`config.mk`:
```
export PLATFORM = sky130hd
export DESIGN_NAME = tank_level_monitor
export DESIGN_NICKNAME = d
export VERILOG_FILES = /design/src/rtl/tank_level_monitor_pkg.sv /design/src/rtl/tank_level_monitor_probe_debouncer.sv /design/src/rtl/tank_level_monitor.sv
export SDC_FILE = /design/constraint.sdc
export NUM_CORES = 1
export LEC_CHECK = 0
export BUFFER_PORTS_ARGS = -buffer_cell sky130_fd_sc_hd__buf_2
export CORE_MARGIN = 3
export CORE_UTILIZATION = 24
export CTS_CLUSTER_SIZE = 25
export DETAILED_ROUTE_END_ITERATION = 10
export MAX_ROUTING_LAYER = met4
export PLACE_DENSITY = 0.36
export SKIP_CTS_REPAIR_TIMING = 1
export SLEW_MARGIN = 20
export SYNTH_ARGS = -nofsm -noshare
export SYNTH_HDL_FRONTEND = slang
export SYNTH_SLANG_ARGS = --single-unit
```
`constraint.sdc`:
```
create_clock -name clock -period 6.3 [get_ports clock]
set_clock_uncertainty 0.2 [all_clocks]
set_input_delay 1.89 -clock clock [delete_from_list [all_inputs] [get_ports clock]]
set_output_delay 1.89 -clock clock [all_outputs]
set_load 0.03 [all_outputs]
```
`src/rtl/tank_level_monitor_pkg.sv`:
```
// Shared definitions for the fertiliser-tank level monitor: state encodings,
// the level fault code and small probe-vector helpers.
package tank_level_monitor_pkg;

  typedef enum logic [2:0] {
    ST_EMPTY  = 3'd0,
    ST_LOW    = 3'd1,
    ST_NORMAL = 3'd2,
    ST_FULL   = 3'd3,
    ST_FAULT  = 3'd4
  } tank_state_e;

  localparam logic [2:0] LEVEL_FAULT = 3'd7;
  localparam int unsigned NUM_PROBES = 4;

  // A physically possible probe vector is wet from the bottom up.
  function automatic logic is_thermometer(input logic [3:0] v);
    return (v == 4'b0000) || (v == 4'b0001) || (v == 4'b0011) ||
           (v == 4'b0111) || (v == 4'b1111);
  endfunction

  function automatic logic [2:0] probe_count(input logic [3:0] v);
    logic [2:0] n;
    n = '0;
    for (int unsigned i = 0; i < NUM_PROBES; i++) begin
      n = n + {2'b00, v[i]};
    end
    return n;
  endfunction

  // Level state for a consistent vector; 0011 keeps LOW/NORMAL as-is
  // (hysteresis band), steps FULL down to NORMAL and is LOW otherwise.
  function automatic tank_state_e level_state(input logic [3:0] v,
                                              input tank_state_e cur);
    tank_state_e s;
    s = cur;
    case (v)
      4'b0000: s = ST_EMPTY;
      4'b0001: s = ST_LOW;
      4'b0011: begin
        case (cur)
          ST_LOW:    s = ST_LOW;
          ST_NORMAL: s = ST_NORMAL;
          ST_FULL:   s = ST_NORMAL;
          default:   s = ST_LOW;
        endcase
      end
      4'b0111: s = ST_NORMAL;
      4'b1111: s = ST_FULL;
      default: s = cur;
    endcase
    return s;
  endfunction

endpackage

```
`src/rtl/tank_level_monitor_probe_debouncer.sv`:
```
// One probe channel: two-flop synchroniser followed by a counting debouncer.
module probe_debouncer #(
  parameter int unsigned DEBOUNCE_CYCLES = 8
) (
  input  logic clock,
  input  logic reset,
  input  logic probe_i,
  output logic stable_o
);

  localparam logic [7:0] CNT_LAST = 8'(DEBOUNCE_CYCLES - 1);

  logic       sync1_q, sync2_q;
  logic       stable_q, stable_d;
  logic [7:0] cnt_q, cnt_d;

  // Count consecutive disagreements; adopt the synchronised value on the last one.
  always_comb begin
    stable_d = stable_q;
    cnt_d    = '0;
    if (sync2_q != stable_q) begin
      if (cnt_q == CNT_LAST) begin
        stable_d = sync2_q;
      end else begin
        cnt_d = cnt_q + 8'd1;
      end
    end
  end

  // Synchroniser, counter and stable value registers.
  always_ff @(posedge clock or posedge reset) begin
    if (reset) begin
      sync1_q  <= 1'b0;
      sync2_q  <= 1'b0;
      stable_q <= 1'b0;
      cnt_q    <= '0;
    end else begin
      sync1_q  <= probe_i;
      sync2_q  <= sync1_q;
      stable_q <= stable_d;
      cnt_q    <= cnt_d;
    end
  end

  assign stable_o = stable_q;

endmodule

```
`src/rtl/tank_level_monitor.sv`:
```
// Fertiliser-tank level monitor: debounces four level probes, checks them for
// consistency and classifies the level with hysteresis, driving the refill valve.
module tank_level_monitor
  import tank_level_monitor_pkg::*;
#(
  parameter int unsigned DEBOUNCE_CYCLES = 8,
  parameter int unsigned FAULT_CYCLES    = 16
) (
  input  logic       clock,
  input  logic       reset,
  input  logic [3:0] probe,
  output logic       empty_tank,
  output logic       low_level,
  output logic       full_tank,
  output logic       fill_valve,
  output logic       sensor_fault,
  output logic [2:0] level
);

  localparam logic [7:0] FCNT_LAST = 8'(FAULT_CYCLES - 1);

  logic [3:0]  stable_v;
  tank_state_e state_q, state_d;
  logic [7:0]  fcnt_q, fcnt_d;
  logic [2:0]  level_q, level_d;
  logic        fill_q, fill_d;
  logic        consistent, fault_cond, fault_done;

  for (genvar g = 0; g < NUM_PROBES; g++) begin : g_probe
    probe_debouncer #(
      .DEBOUNCE_CYCLES(DEBOUNCE_CYCLES)
    ) u_debouncer (
      .clock   (clock),
      .reset   (reset),
      .probe_i (probe[g]),
      .stable_o(stable_v[g])
    );
  end

  // Next state, fault counter and registered level from the stable vector.
  always_comb begin
    consistent = is_thermometer(stable_v);
    fault_cond = (state_q == ST_FAULT) ? consistent : !consistent;
    fault_done = fault_cond && (fcnt_q == FCNT_LAST);

    state_d = state_q;
    if (fault_done) begin
      state_d = (state_q == ST_FAULT) ? level_state(stable_v, ST_FAULT) : ST_FAULT;
    end else if ((state_q != ST_FAULT) && consistent) begin
      state_d = level_state(stable_v, state_q);
    end

    // Restart the count when crossing the FAULT boundary so the opposite
    // condition always needs a full FAULT_CYCLES run of its own.
    fcnt_d = '0;
    if (((state_d == ST_FAULT) != (state_q == ST_FAULT)) || !fault_cond) begin
      fcnt_d = '0;
    end else if (fcnt_q == FCNT_LAST) begin
      fcnt_d = fcnt_q;
    end else begin
      fcnt_d = fcnt_q + 8'd1;
    end

    level_d = (state_d == ST_FAULT) ? LEVEL_FAULT : probe_count(stable_v);
  end

  // Valve opens while low, closes at full or on fault, otherwise holds.
  always_comb begin
    fill_d = fill_q;
    case (state_q)
      ST_EMPTY, ST_LOW: fill_d = 1'b1;
      ST_FULL, ST_FAULT: fill_d = 1'b0;
      default: fill_d = fill_q;
    endcase
  end

  // State, fault counter, level and valve registers.
  always_ff @(posedge clock or posedge reset) begin
    if (reset) begin
      state_q <= ST_EMPTY;
      fcnt_q  <= '0;
      level_q <= '0;
      fill_q  <= 1'b0;
    end else begin
      state_q <= state_d;
      fcnt_q  <= fcnt_d;
      level_q <= level_d;
      fill_q  <= fill_d;
    end
  end

  assign empty_tank   = (state_q == ST_EMPTY) || (state_q == ST_FAULT);
  assign low_level    = (state_q == ST_EMPTY) || (state_q == ST_LOW) || (state_q == ST_FAULT);
  assign full_tank    = (state_q == ST_FULL);
  assign sensor_fault = (state_q == ST_FAULT);
  assign level        = level_q;
  assign fill_valve   = fill_q;

endmodule

```
==> results.toml <==
[outcome]
status = "completed"

[timing]
tightest_slew_ps = 770.1
fmax_mhz = 273.8
finalSetupTns_ps = 0
slew_violations = 0
relSlewSlack_pct = 48.66
hold_viol = 0
finalCritPeriodShare_pct = 57.97
finalSetupViolations = 0
period_needed_ps = 3652
rsz0062_at_grt = "no"

[finish]
instances_no_fill = 429
fillers = 1148
antennaDiodeCount = 0
synthToLayoutAreaGrowth_pct = 18.67
stdcell_area_um2 = 3348
drive_above_1_share_pct = 14.88
nNetsFinal = 302

[critical_path]
critPathRequiredTime_ps = 4210
start_kind = "flip-flop"
cp_top_family = "simple AND/OR/NAND/NOR gates"
path_buf_inv = 2
cpPeakStageDelay_ps = 480
timing.rr.end = "fcnt_q[2]"
cp.arrival_ps = 1560
slowest_stage = "or3b_1"
end_kind = "output pin"
regToRegSetupSlack_ps = 3190
worstPathCellList = "or3b_1 > inv_1 > buf_2"
reg2reg_from = "g_probe[0].u_debouncer.stable_o"
critPathKind = "reg2out"
cp-startpoint = "state_q[1]"
path_max_fanout = 8
r2r_cells = 12

[cts]
cts_made_buffers = 9
clock_tree.root_cell = "clkbuf_16"
h-tree-depth = 3
cts.sinks = 59
clk_latency_ps = 320
cts_tree = "built"
clockBufferDepth = 2
clk_pin_slew_ps = 60

[placement]
io_buffers = 13
gp_congestion = 0.7848
place_inst = 413
dpl_cell_area_um2 = 3045
place_hpwl_um = 3484

[die]
rows = 38
initial_core_util_pct = 25.25
die_w_um = 114.4
die_h_um = 114.4
design.die.area_um2 = 13090
ios = 14
core_um2 = 11170

[global_routing]
grt_overflow = 0
grt_use_met2_pct = 12.61
grt_pass1_vias = 1918
grt.total_usage_pct = 9.118
grt_max_degree = 60
grt_pass1_wl_um = 9232
antenna_found_initial = 0
grtUsageMet3_pct = 3.541
top_usage_layer = "met2"
grtUsageMet1_pct = 12.25

[yosys]
synth_fp_nets = 281
yosysTopAreaCell = "dfrtp_1"
synth_seq_cells = 59
synth-edff-count = 0
yosysWarningCount = 0
synth.avg_cell_area_um2 = 10.73
synthTopCellsByArea = "dfrtp_1, xor2_1, ha_1, nor2_1, nand3_1"
synth_area_um2 = 2821
synth_flop_cell = "dfrtp_1"
synth_top_area_share_pct = 52.33
async_flop_share_pct = 100.0
ys_seq_area_share_pct = 52.33
netlist_instances = 263
synthDistinctLibCells = 40

[power]
ir_worst_vdd_uv = 173.4
cellPowerDensity_nw_per_um2 = 410.9
p_leak_nw = 1.566

[min_path]
hold_path_depth = 0
hp-class = "reg2reg"
min_to = "g_probe[3].u_debouncer.sync2_q"
hold_start = "g_probe[3].u_debouncer.sync1_q"

[route]
final_antenna_net_count = 0
avgViaCountPerCell = 4.345
wl_per_cell_um = 11.90
route.detailed.drc = 0
num_vias = 1864
drtIter0Drc = 111
dr.pass1.iters = 4
routed_wirelength_um = 5107

[job]
maxCapViolCount = 0
how the worst max path moves through the flow:
stage / slack [ps] / to / cells past startpoint
6_report: 2650 / sensor_fault / 3
5_1_grt: 2540 / sensor_fault / 3
4_1_cts: 2620 / sensor_fault / 3
3_5_place_dp: 2970 / sensor_fault / 3
3_3_place_gp: 3010 / sensor_fault / 3
2_1_floorplan: 2750 / fcnt_q[0] / 1
layout by cell type, fill, tap and decap left out, drive strengths merged, types with 2 or more instances in the layout:
master / instances
nor3: 5
nand4b: 2
nor4: 10
and3: 13
dfrtp: 59
mux2: 3
o21ai: 4
o2111ai: 2
nand2b: 9
inv: 16
ha: 11
a21oi: 4
xor2: 18
nor2: 36
clkinvlp: 4
xnor2: 14
clkbuf: 9
nand3: 25
mux2i: 2
buf: 14
nand2: 11
cell type report:
cell class | count | area, um2 | area share [%]
sequential | 59 | 1476 | 44.10
tap | 140 | 175.2 | 5.232
inverter | 15 | 56.30 | 1.682
clock inverter | 7 | 77.57 | 2.317
multi-input combinational | 185 | 1265 | 37.78
clock buffer | 9 | 225.2 | 6.726
timing repair buffer | 14 | 72.57 | 2.167
cells in the mapped netlist (2+ instances only):
cell,instances
ha_1,11
o21ai_0,4
and3_1,9
clkbuf_1,2
o2111ai_1,2
nor4_1,9
mux2_2,3
nor3_1,5
mux2i_1,2
nand2b_1,9
nand4b_1,2
a21oi_1,4
inv_1,15
nand3_1,25
dfrtp_1,59
and3_4,2
nand2_1,11
nor2_1,36
and3_2,2
xnor2_1,14
xor2_1,18
registers in the layout, indices dropped and copies added, names as in the netlist:
register and cells:
g_probe.u_debouncer.cnt_q 32, fcnt_q 8, g_probe.u_debouncer.stable_o 4, g_probe.u_debouncer.sync1_q 4
g_probe.u_debouncer.sync2_q 4, level 3, state_q 3, fill_valve 1
worst reg2reg max path: cells and delay by family (launching register included):
kind | cells | cell delay [ps]
DFF | 1 | 420
buffers and inverters | 2 | 190
muxes | 1 | 90
adders and majority gates | 2 | 570
and+or+nand+nor | 4 | 610
AOI/OAI and AO/OA | 3 | 910
logic make-up after synthesis:
kind of cell               synth area share (%)
buffers and inverters                     2.838
muxes                                     1.907
AOI/OAI and AO/OA                         5.854
and+or+nand+nor                           21.55
DFF                                       52.33
xor gates and xnor gates                  9.934
adders and majority gates                 5.588
metal layers:
layer | vias to the layer above | share of wire [%]
li1 | 952 | -
met1 | 886 | 50
met2 | 19 | 45
met3 | 7 | 4.4
met4 | 0 | 1.0
met5 | - | 0
stage by stage:
stage | hold slack (ps) | setup slack, ps | utilization [%] | power (W)
final | 148.7 | 2648 | 29.97 | 0.001376
after global routing | 157.5 | 2541 | 29.97 | 0.001484
after CTS | 149.6 | 2625 | 29.97 | 0.001404
after detailed placement | 135.5 | 2971 | 27.26 | 0.0009042
after global placement | 135.4 | 3010 | 27.26 | 0.0009149
after floorplan | 131.2 | 2754 | - | 0.0008129
where the power goes:
group / switching (W) / internal [W] / leakage (nW)
combinational: 0.000237 / 0.000160 / 0.647
clock: 0.000176 / 0.000307 / 0.134
sequential: 0.0000581 / 0.000437 / 0.785
(Power assumes the default switching activity.)
